**config.mk**
```make
export PLATFORM = sky130hd
export DESIGN_NAME = booth_r4_mult
export DESIGN_NICKNAME = d
export VERILOG_FILES = /design/src/rtl/booth_r4_mult.sv
export SDC_FILE = /design/constraint.sdc
export NUM_CORES = 1
export LEC_CHECK = 0
export CAP_MARGIN = 20
export CORE_MARGIN = 1
export CORE_UTILIZATION = 60
export DETAILED_ROUTE_END_ITERATION = 7
export PLACE_DENSITY = 0.86
export REMOVE_ABC_BUFFERS = 1
export SETUP_SLACK_MARGIN = 0.4
export SKIP_LAST_GASP = 1
export SLEW_MARGIN = 10
export SYNTH_ARGS = -nofsm -noshare
export SYNTH_HDL_FRONTEND = slang
export SYNTH_SLANG_ARGS = --single-unit
```
**constraint.sdc**
```tcl
create_clock -name clk -period 6.75 [get_ports clk]
set_clock_uncertainty 0.05 [all_clocks]
set_input_delay 1.35 -clock clk [delete_from_list [all_inputs] [get_ports clk]]
set_output_delay 1.35 -clock clk [all_outputs]
set_load 0.02 [all_outputs]
```
**src/rtl/booth_r4_mult.sv**
```systemverilog
// booth_r4_mult -- iterative radix-4 (modified) Booth multiplier.
//
// Retires two multiplier bits per clock. Signed or unsigned operands are
// selected per operation. A start/ready/valid handshake is used, and only
// one operation is in flight at a time.
//
// Parameters:
//   WIDTH        operand width (even, >= 4)
//
// Ports:
//   clk          clock, rising edge
//   reset        synchronous, active-high reset
//   start        request, accepted only while ready=1
//   signed_mode  1 = two's complement operands, 0 = unsigned (sampled on accept)
//   mc           multiplicand (sampled on accept)
//   mp           multiplier (sampled on accept)
//   ready        high in IDLE only
//   valid_out    one-cycle pulse, prod has just been updated
//   prod         2*WIDTH-bit product, held until the next valid_out
//
// Optional build macro:
//   BOOTH_EARLY_TERM_EN  finish as soon as every remaining recode is zero
//                        (unconsumed multiplier bits plus Q_1 are uniform).
//                        The result is unchanged; only the latency shrinks.
//                        When this macro is undefined, latency is a fixed
//                        ITER cycles.

module booth_r4_mult #(
  parameter int WIDTH = 16
) (
  input  logic               clk,
  input  logic               reset,
  input  logic               start,
  input  logic               signed_mode,
  input  logic [WIDTH-1:0]   mc,
  input  logic [WIDTH-1:0]   mp,
  output logic               ready,
  output logic               valid_out,
  output logic [2*WIDTH-1:0] prod
);

  localparam int ITER = WIDTH / 2 + 1;
  localparam int MW   = WIDTH + 2;       // extended multiplicand
  localparam int QW   = WIDTH + 2;       // extended multiplier
  localparam int AW   = WIDTH + 3;       // accumulator, holds +/-2M without overflow
  localparam int TW   = AW + QW + 1;     // {A, Q, Q_1}
  localparam int PW   = 2 * WIDTH;
  localparam int CW   = $clog2(ITER + 1);

  typedef enum logic [1:0] {IDLE, BUSY, DONE} state_t;

  state_t         state, state_next;
  logic [MW-1:0]  m;
  logic [AW-1:0]  a;
  logic [QW-1:0]  q;
  logic           q1;
  logic [CW-1:0]  cnt;

  logic [AW-1:0]  m1, m2, pp, sum;
  logic [TW-1:0]  sh;
  logic           last_iter, early_hit, finish;

  // ---------------------------------------------------------------------------
  // Recode and accumulate
  // ---------------------------------------------------------------------------
  // M and 2M are formed at accumulator width before negation, so -M and
  // -2M never truncate.
  assign m1 = {m[MW-1], m};
  assign m2 = {m, 1'b0};

  always_comb begin
    pp = '0;
    case ({q[1:0], q1})
      3'b001, 3'b010: pp = m1;
      3'b011:         pp = m2;
      3'b100:         pp = -m2;
      3'b101, 3'b110: pp = -m1;
      default:        pp = '0;
    endcase
  end

  assign sum = a + pp;
  assign sh  = $signed({sum, q, q1}) >>> 2;

  assign last_iter = (cnt == CW'(1));

`ifdef BOOTH_EARLY_TERM_EN
  logic any1, all1;

  // The low 2*cnt bits of Q plus Q_1 are the multiplier bits that have not
  // been consumed yet. When they are all equal, every remaining triple is
  // 000 or 111. The remaining work then reduces to a single arithmetic shift.
  // The check is skipped on the first BUSY edge, so at least one real
  // iteration always runs.
  always_comb begin
    any1 = q1;
    all1 = q1;
    for (int unsigned i = 0; i < QW; i++) begin
      if (i < 32'(cnt) * 2) begin
        any1 = any1 | q[i];
        all1 = all1 & q[i];
      end
    end
    early_hit = (cnt != CW'(ITER)) && (!any1 || all1);
  end
`else
  assign early_hit = 1'b0;
`endif

  assign finish = last_iter | early_hit;

  // ---------------------------------------------------------------------------
  // FSM
  // ---------------------------------------------------------------------------
  always_ff @(posedge clk) begin
    if (reset) state <= IDLE;
    else       state <= state_next;
  end

  always_comb begin
    state_next = state;
    case (state)
      IDLE:    if (start)  state_next = BUSY;
      BUSY:    if (finish) state_next = DONE;
      DONE:    state_next = IDLE;
      default: state_next = IDLE;
    endcase
  end

  always_comb begin
    ready     = (state == IDLE);
    valid_out = (state == DONE);
  end

  // ---------------------------------------------------------------------------
  // Datapath
  // ---------------------------------------------------------------------------
  always_ff @(posedge clk) begin
    if (reset) begin
      m    <= '0;
      a    <= '0;
      q    <= '0;
      q1   <= 1'b0;
      cnt  <= '0;
      prod <= '0;
    end else begin
      case (state)
        IDLE: begin
          if (start) begin
            m   <= signed_mode ? {{2{mc[WIDTH-1]}}, mc} : {2'b00, mc};
            q   <= signed_mode ? {{2{mp[WIDTH-1]}}, mp} : {2'b00, mp};
            a   <= '0;
            q1  <= 1'b0;
            cnt <= CW'(ITER);
          end
        end
        BUSY: begin
`ifdef BOOTH_EARLY_TERM_EN
          if (early_hit) begin
            prod <= PW'($signed({a, q}) >>> {cnt, 1'b0});
            cnt  <= '0;
          end else
`endif
          begin
            {a, q, q1} <= sh;
            cnt        <= cnt - 1'b1;
            // sh[PW:1] is the low 2*WIDTH bits of the shifted {A, Q}.
            if (last_iter) prod <= sh[PW:1];
          end
        end
        default: ;
      endcase
    end
  end

endmodule

```
Yosys cells after proc, flatten, opt, wreduce, memory -nomap -nowiden
Index checks and enable logic that the tools add are counted.
- add/sub/neg operators: 4
- mux-type cells: 14
- equal/unequal tests: 11
- reduce and logical (&&, ||, !) cells: 8
- operator list (kind ; count):
    19-bit one-hot mux with 4 select lines ; 1
    18-bit 2-to-1 mux ; 3
    19-bit negator ; 2
    19-bit one-hot mux with 2 select lines ; 1
    18-bit one-hot mux with 2 select lines ; 1
    19-bit adder ; 1
    19-bit 2-to-1 mux ; 1
    3-bit equality test (second input constant) ; 3
    4-bit one-hot mux with 2 select lines ; 1
    2-bit AND reduction ; 4
    3-bit by 2-bit equality test with 1-bit output (second input constant) ; 2
    4-bit by 1-bit equality test with 1-bit output (second input constant) ; 1
    2-bit 2-to-1 mux ; 2
    4-bit 2-to-1 mux ; 1
    2-bit != test (second input constant) ; 2
    2-bit one-hot mux with 2 select lines ; 1
    2-bit OR reduction ; 2
    4-bit by 1-bit subtractor with 4-bit output (second input constant) ; 1
    3-bit by 1-bit equality test with 1-bit output (second input constant) ; 1
    2-bit by 1-bit equality test with 1-bit output (second input constant) ; 1
    2-bit equality test (second input constant) ; 1
    2-bit logical NOT ; 1
    1-bit one-hot mux with 2 select lines ; 1
    2-bit nonzero test ; 1
    1-bit 2-to-1 mux ; 1
- register bits: 94
- bits of input ports: 36
- word-level logic and storage cells: 44
- output and inout bits: 34

Logic depth before layout (Yosys ltp)
Gate-level depths: netlist (run 1).
- depth in word-level cells: 5
- gate-level depth with buffers: 18
- gate-level depth less buffers: 16

Worst setup path before layout (run 1)
Ideal clock, no wire load.
- kind: register -> register
- start: register m[2]
- end: register a[14]
- cell stages (with the launch flop): 18
- period minus slack after synthesis: 4.190 ns
- path buffers: 3
- data arrival time: 4.023 ns
- path slack: 2.560 ns
- data required time: 6.583 ns
- library setup time: 0.117 ns
- cells stage by stage: dfxtp_1 -> buf_6 -> or4_4 -> or2_1 -> buf_6 -> or4_4 -> xnor2_2 -> o21bai_1 -> mux4_1 -> ha_1 -> clkbuf_1 -> a21o_1 -> a211o_1 -> o22ai_1 -> o41a_1 -> o21bai_1 -> xor2_1 -> a22o_1
- word-level cells in the longest chain between the ends: 4
- elaborated cells on any way between the ends: 5
- classes of those cells: add/sub (3); mux (2)
- ends and longest elaborated chain (what ; line ; RTL):
    from (decl) ; 53 ; logic [MW-1:0] m;
    from (signal assigned) ; 150 ; m <= signed_mode ? {{2{mc[WIDTH-1]}}, mc} : {2'b00, mc};
    19-bit negator, on equally long branches ; 77, 76 ;
    19-bit one-hot mux with 4 select lines * ; 73 ; case ({q[1:0], q1})
    19-bit adder * ; 82 ; assign sum = a + pp;
    19-bit one-hot mux with 2 select lines * ; 147 ; case (state)
    to (signal assigned) ; 165 ; {a, q, q1} <= sh;
    to (decl) ; 54 ; logic [AW-1:0] a;
Mark *: on every way between the ends. The rest lies on a longest branch, timed or not.
A chain may end at the register's enable or synchronous reset.

Final worst setup path (run 1)
Same ends and word-level chain as after synthesis.

==> parameters.txt, run 1 <==
Parameter                              Value

Clock tree
  Total of cells resized after clock tree synthesis ... 0
  Total clock sinks ... 91
  Clock Root Buffer ... sky130_fd_sc_hd__clkbuf_8
  # H-tree levels ... 3
  Clock buffers created by TritonCTS ... 9
  Insertion delay of the later-clocked pin in the worst-skew pair ... 0.37 ns
  Hold-fix buffer count after cts ... 0
  Buffers from clock root to sink, at most ... 2
  Clock transition at path regs ... 0.09 ns
  CTS tree ... yes
  Number of buffers added for setup after CTS ... 0

Routing
  Overall routed net length ... 13,400 µm
  Via count normalized by instance count ... 6.11
  Routed Antenna Nets ... 0
  DRC violation total after the first TritonRoute iteration ... 449
  Vias ... 5,214
  DR pass1 iterations ... 5
  Routed length per placed instance ... 15.7 µm
  Number of remaining DRC errors ... 0

Setup path
  CP Data Required Time ... 6.96 ns
  Ordered cell list for the critical path ... or4_4, or2_1, or4_4, xnor2_2, o21bai_1, mux4_1, ha_1, a21o_1, a211o_1, o22ai_1, o41a_1, o21bai_1, xor2_1, a22o_1
  Max incr delay on CP ... 0.53 ns
  Crit Path Class ... flip-flop to flip-flop
  Biggest fanout along the worst timing path ... 9
  Crit path max-delay cell type ... sky130_fd_sc_hd__or4_4
  Arrival @ worst endpoint ... 4.64 ns
  Launching element type of the critical path ... flip-flop
  Buffers and inverters on the worst path ... 0
  Cell type group with the largest total delay on the critical path ... simple AND/OR/NAND/NOR gates
  Capturing element type of the critical path ... flip-flop

Power
  Power per Cell Area ... 205 nW/µm²
  Clock power share ... 27.3%
  Leakage power of the design ... 2.30 nW
  Net switching power ... 0.433 mW
  Cell internal pwr ... 0.838 mW
  Share of power burned in combinational logic ... 26.2%
  Seq pwr share ... 46.5%
  Total Power ... 1.27 mW
  Share of total power consumed by net switching ... 34.0%
  Maximum VDD drop ... 0.129 mV

Finish
  Area growth, synth to finish ... 15.8%
  Antenna Cells ... 0
  Net count reported at finish ... 800
  Proportion of layout cells with a drive suffix above 1 ... 5.36%

Place
  Place WS ... 2.40 ns
  PortBufs ... 69
  Estimated wirelength of the detail-placed design ... 9080 µm
  Weighted congestion reported at the end of routability-driven placement ... 0.933

Floorplan
  Total core area ... 8680 µm²
  DIE AREA ... 9290 µm²
  Die X ... 96.4 µm
  Placement Rows ... 34
  Initial cell density of the core ... 61.6%
  Ports ... 70
  Die height ... 96.4 µm

Synth
  Share of flip-flops with an asynchronous set or reset ... 0%
  Total standard cell area after synthesis ... 5340 µm²
  Post-Synthesis Mean Instance Area ... 7.56 µm²
  Commonest register cell after synthesis ... sky130_fd_sc_hd__dfxtp_1
  Number of distinct library cell variants in the gate-level netlist after synthesis ... 57
  Post-synth EDFFs ... 0
  Warnings from Yosys ... 0
  Number of flip-flops and latches in the synthesized netlist ... 91
  Number of cells produced by synthesis ... 707
  Register area share after synthesis ... 34.1%

Timing
  Setup repair after global routing missed its margin ... false
  Fin crit share ... 65.6%
  Final hold viol count ... 0
  Max-slew violation count ... 0
  Worst rel slew slack ... 31.0%
  Final setup violation count ... 0
  Max Clock Freq ... 226 MHz
  Worst hold margin ... 0.408 ns
  Worst-margin pin slew ... 1.02 ns
  Summed negative setup slack over all endpoints ... 0 ns
  Worst setup margin ... 2.32 ns
  Post-layout minimum cycle time ... 4.43 ns

GRT
  Number of antenna violations at the first check in global routing ... 0
  First-pass GRT wire length ... 21,700 µm
  Total global-route track usage ... 29.8%
  Total grt overflow ... 0
  Number of global-route vias before repair ... 4,680
  Maximum number of pins on one net before global-route repair ... 56

Status
  Result of the run ... finished clean

Hold path
  Hold Path Class ... flip-flop to flip-flop

Flow run
  Max-cap violations ... 0
## per-layer routing
| layer | routed length [µm] | vias to the layer above | GRT usage (%) |
|---|---|---|---|
| met5 | 0 | - | 0 |
| met4 | 234 | 0 | 10.7 |
| met3 | 619 | 20 | 4.54 |
| met2 | 6560 | 140 | 49.9 |
| met1 | 5970 | 2498 | 38.9 |
| li1 | - | 2556 | - |
## worst paths after layout
kind         cells past startpoint       end  slack, ns  startpoint
max                             14     a[14]       2.32        m[2]
min                              2  prod[22]       0.41    prod[22]
max reg2reg                     14     a[14]       2.32        m[2]
min reg2reg                      2  prod[22]       0.41    prod[22]
## state kept, by name, indices dropped and copies added, names as in the netlist
register and flops:
cnt 4, state 2, m 17, q 18, q1 1, prod 32, a 17
## worst register-to-register path, stage by stage (launching register included)
cell and delay [ns]:
sky130_fd_sc_hd__dfxtp_1 0.41, sky130_fd_sc_hd__or4_4 0.53, sky130_fd_sc_hd__or2_1 0.33, sky130_fd_sc_hd__or4_4 0.53, sky130_fd_sc_hd__xnor2_2 0.17, sky130_fd_sc_hd__o21bai_1 0.07, sky130_fd_sc_hd__mux4_1 0.51, sky130_fd_sc_hd__ha_1 0.38
sky130_fd_sc_hd__a21o_1 0.23, sky130_fd_sc_hd__a211o_1 0.29, sky130_fd_sc_hd__o22ai_1 0.13, sky130_fd_sc_hd__o41a_1 0.25, sky130_fd_sc_hd__o21bai_1 0.12, sky130_fd_sc_hd__xor2_1 0.14, sky130_fd_sc_hd__a22o_1 0.19
## cell usage in the layout (no fill, tap or decap), types with 4 or more instances in the layout
master / synthesis / routed
sky130_fd_sc_hd__a211oi_1: 9 / 9
sky130_fd_sc_hd__a21o_1: 13 / 13
sky130_fd_sc_hd__a21oi_1: 96 / 96
sky130_fd_sc_hd__a221oi_1: 6 / 6
sky130_fd_sc_hd__a22oi_1: 16 / 16
sky130_fd_sc_hd__a31oi_1: 15 / 15
sky130_fd_sc_hd__and2_1: 5 / 5
sky130_fd_sc_hd__buf_4: 1 / 11
sky130_fd_sc_hd__clkbuf_8: 0 / 9
sky130_fd_sc_hd__clkdlybuf4s50_1: 0 / 68
sky130_fd_sc_hd__dfxtp_1: 91 / 91
sky130_fd_sc_hd__ha_1: 21 / 21
sky130_fd_sc_hd__inv_1: 9 / 9
sky130_fd_sc_hd__mux2i_1: 4 / 4
sky130_fd_sc_hd__nand2_1: 154 / 154
sky130_fd_sc_hd__nand2b_1: 7 / 7
sky130_fd_sc_hd__nand3_1: 25 / 25
sky130_fd_sc_hd__nand3b_1: 4 / 4
sky130_fd_sc_hd__nor2_1: 44 / 43
sky130_fd_sc_hd__nor2b_1: 7 / 6
sky130_fd_sc_hd__nor3_1: 13 / 13
sky130_fd_sc_hd__nor4_1: 5 / 5
sky130_fd_sc_hd__o21ai_0: 16 / 16
sky130_fd_sc_hd__o21bai_1: 4 / 4
sky130_fd_sc_hd__o22ai_1: 4 / 4
sky130_fd_sc_hd__xnor2_1: 23 / 23
sky130_fd_sc_hd__xor2_1: 11 / 11
## through the flow
stage                     utilization (%)  std cells  area (µm²)
after floorplan                         -        651        5110
after global placement               69.2        838        6010
after detailed placement             69.2        838        6010
after CTS                            71.2        853        6180
after global routing                 71.3        854        6190
final                                71.3        854        6190
## synthesized netlist by cell type, drive strengths merged (4+ instances only)
cell type  number  share of area, %
nand2         154                11
a21oi          96               9.0
dfxtp          91                34
clkbuf         44               3.1
nor2           44               3.1
nand3          25               2.3
xnor2          24               4.1
ha             21               4.9
a22oi          16               2.2
o21ai          16               1.5
a31oi          15               1.8
a21o           13               1.8
nor3           13               1.2
buf            12               1.4
xor2           11               1.8
a211oi          9               1.3
inv             9              0.63
nand2b          7              0.82
nor2b           7              0.82
a221oi          6              0.98
and2            5              0.59
nor4            5              0.59
or4             5              0.84
mux2i           4              0.75
nand3b          4              0.56
o21bai          4              0.56
o22ai           4              0.47
## power by group through the flow
stage | sequential (mW) | clock [mW] | combinational, mW
global placement | 0.601 | 0 | 0.315
global route | 0.596 | 0.373 | 0.368
detailed placement | 0.603 | 0 | 0.326
CTS | 0.591 | 0.349 | 0.328
floorplan | 0.607 | 0 | 0.217
finish | 0.591 | 0.347 | 0.333
## cell families after synthesis
group	synth area share, %
AND/OR/NAND/NOR	24.0
AO/OA/AOI/OAI	23.1
flip-flops	34.1
buffers and inverters	5.08
XOR/XNOR	5.88
adder cells (fa/ha/maj)	5.29
multiplexers	2.51
## cell type report
class	instances	area (µm²)
multi-input combinational	551	3260
fill	719	2490
sequential	91	1820
timing repair buffer	80	768
tap	108	135
clock buffer	9	124
clock inverter	6	50.0
inverter	9	33.8
Note: power is estimated with default switching activity, not from simulation.
==> inputs of run 2 (changes only) <==
Settings changed: CORE_UTILIZATION 60 to 50, PLACE_DENSITY 0.86 to 0.76.
Clock period 6.75 ns to 4.05 ns, I/O delays scaled along.
==> run 2 against run 1 <==
  * Sequential power up 67%
  * Sequential cell count stayed put
  * Total power grew 86%
  * The run now ends with negative setup slack left
  * Die area up 20%
  * Largest power group unchanged
  * Critical endpoint is now a[17]
  * Via count grew 4.1%
  * Design area is 13% higher
  * Sequential share of layout area fell by 3.3 points
  * Combinational power up 110%
  * Critical path type unchanged
==> parameters.txt, run 2 (synthesis gave the netlist of run 1 again) <==
Parameter                              Value

Finish
  Largest registers ... prod x32, q x18
  Area growth, synth to finish ... 30.4%
  Register with the most flip-flops ... prod
  Most frequent standard cell in the layout excluding fill and tap cells ... sky130_fd_sc_hd__nand2_1
  Antenna Cells ... 0
  Proportion of layout cells with a drive suffix above 1 ... 17.1%
  Net count reported at finish ... 843
  Leading cell types in the layout, fill and taps excluded ... sky130_fd_sc_hd__nand2_1 (152), sky130_fd_sc_hd__dfxtp_1 (89), sky130_fd_sc_hd__a21oi_1 (84)
  Number of flip-flops under the largest register name ... 32

Timing
  Worst-margin pin slew ... 0.891 ns
  Max-slew violation count ... 0
  Final setup violation count ... 3
  Worst setup margin ... -0.0365 ns
  Max Clock Freq ... 245 MHz
  Worst rel slew slack ... 40.5%
  Fin crit share ... 101%
  Post-layout minimum cycle time ... 4.09 ns
  Worst hold margin ... 0.409 ns
  Summed negative setup slack over all endpoints ... -0.0758 ns
  Final hold viol count ... 0
  Setup repair after global routing missed its margin ... true

Status
  Violations in the final reports ... negative setup slack
  Result of the run ... finished with violations

Setup path
  Crit path max-delay cell type ... sky130_fd_sc_hd__or4_4
  Max incr delay on CP ... 0.54 ns
  Worst reg2reg setup slack ... -0.04 ns
  Buffers and inverters on the worst path ... 1
  Worst R2R Start ... m[0]
  Crit Path Class ... flip-flop to flip-flop
  CP most frequent cell ... sky130_fd_sc_hd__or4_4
  Arrival @ worst endpoint ... 4.29 ns
  Biggest fanout along the worst timing path ... 4
  Cell type group with the largest total delay on the critical path ... simple AND/OR/NAND/NOR gates
  Number of cells on the worst reg-to-reg path ... 14
  CP Data Required Time ... 4.25 ns
  Capturing element type of the critical path ... flip-flop
  Ordered cell list for the critical path ... or4_4, or2_4, or4_4, xnor2_2, nor2_2, a21o_1, mux4_2, ha_4, nand3_4, o41a_1, buf_4, o21ai_2, o21bai_1, o311ai_1
  Launching element type of the critical path ... flip-flop
  FF-to-FF End ... a[17]

Routing
  Number of remaining DRC errors ... 0
  Routed Antenna Nets ... 0
  Overall routed net length ... 15,200 µm
  DRC violation total after the first TritonRoute iteration ... 253
  DR pass1 iterations ... 5
  Routed length per placed instance ... 16.4 µm
  Via count normalized by instance count ... 5.86
  Vias ... 5,426

GRT
  Maximum number of pins on one net before global-route repair ... 46
  Total grt overflow ... 0
  Total global-route track usage ... 26.9%
  Number of antenna violations at the first check in global routing ... 0
  Met2 track demand over resource in global routing ... 45.9%
  Global Route met3 Usage ... 4.02%
  Number of global-route vias before repair ... 5,142
  First-pass GRT wire length ... 24,400 µm
  Met1 usage ... 34.2%
  Peak-usage layer in the global routing report ... met2

Power
  Power per Cell Area ... 339 nW/µm²
  Share of power burned in combinational logic ... 29.8%
  Leakage power of the design ... 2.62 nW
  Cell internal pwr ... 1.56 mW
  Net switching power ... 0.805 mW
  Clock power share ... 28.6%
  Seq pwr share ... 41.7%
  Share of total power consumed by net switching ... 34.0%
  Maximum VDD drop ... 0.183 mV

Clock tree
  Buffers from clock root to sink, at most ... 2
  CTS tree ... yes
  Insertion delay of the later-clocked pin in the worst-skew pair ... 0.38 ns
  Hold-fix buffer count after cts ... 0
  Clock transition at path regs ... 0.10 ns
  Clock buffers created by TritonCTS ... 9
  Total clock sinks ... 91
  Clock Root Buffer ... sky130_fd_sc_hd__clkbuf_8
  # H-tree levels ... 3

Flow run
  Max-cap violations ... 0

Hold path
  Hold Path End ... prod[1]
  Cells on Worst Hold Path ... 2
  Min-Delay Startpoint ... prod[1]
  Hold Path Class ... flip-flop to flip-flop

Floorplan
  Placement Rows ... 37
  Ports ... 70
  Die height ... 105 µm
  Die X ... 105 µm
  DIE AREA ... 11,100 µm²
  Total core area ... 10,300 µm²
  Initial cell density of the core ... 51.8%

Place
  Weighted congestion reported at the end of routability-driven placement ... 0.921
  Place WS ... -0.0187 ns
  Estimated wirelength of the detail-placed design ... 9950 µm
  PortBufs ... 69
[run 2: area by class of cell]
type	count	area (µm²)
Sequential cell	91	1820
Clock buffer	9	124
Multi-Input combinational cell	551	3580
Tap cell	136	170
Clock inverter	7	92.6
Inverter	9	36.3
Timing Repair Buffer	123	1140
Fill cell	830	3360
[run 2: worst max-delay path by stage]
stage	startpoint	endpoint	slack [ns]	depth (start not counted)
2_1_floorplan	m[2]	a[14]	-0.02	14
3_3_place_gp	m[0]	a[14]	0.01	14
3_5_place_dp	m[0]	a[14]	-0.02	14
4_1_cts	m[0]	a[14]	0.07	14
5_1_grt	m[0]	a[13]	-0.21	19
6_report	m[0]	a[17]	-0.04	14
[run 2: tightest hold or removal path, cell delays in order (launching register included)]
cell and delay [ns]:
sky130_fd_sc_hd__dfxtp_1 0.32, sky130_fd_sc_hd__nand2_1 0.05, sky130_fd_sc_hd__a21oi_1 0.05
[run 2: per-layer routing]
| metal | up-vias | part of all wire [%] |
|---|---|---|
| met1 | 2583 | 43 |
| met5 | - | 0 |
| met4 | 0 | 3.2 |
| met3 | 46 | 4.3 |
| li1 | 2643 | - |
| met2 | 154 | 50 |
[run 2: power by group through the flow]
stage	clock network, mW	logic, mW	registers [mW]
after floorplan	0	0.362	1.01
after global placement	0	0.576	1.00
after detailed placement	0	0.593	1.00
after CTS	0.691	0.631	0.984
after global routing	0.728	0.766	0.993
final	0.676	0.704	0.985
[run 2: repair_timing]
item	in CTS	in global routing
pin swaps	22	33
setup endpoints to repair	15	17
gates resized for setup	28	49
setup buffers	7	13
[run 2: per-stage QoR]
stage                     area, µm²  power [mW]  std cells  util [%]
final                          6970        2.36        926      67.5
after detailed placement       6230        1.60        890      60.4
after CTS                      6620        2.31        913      64.1
after global routing           6970        2.49        926      67.5
after floorplan                5110        1.37        651         -
after global placement         6230        1.58        890      60.4
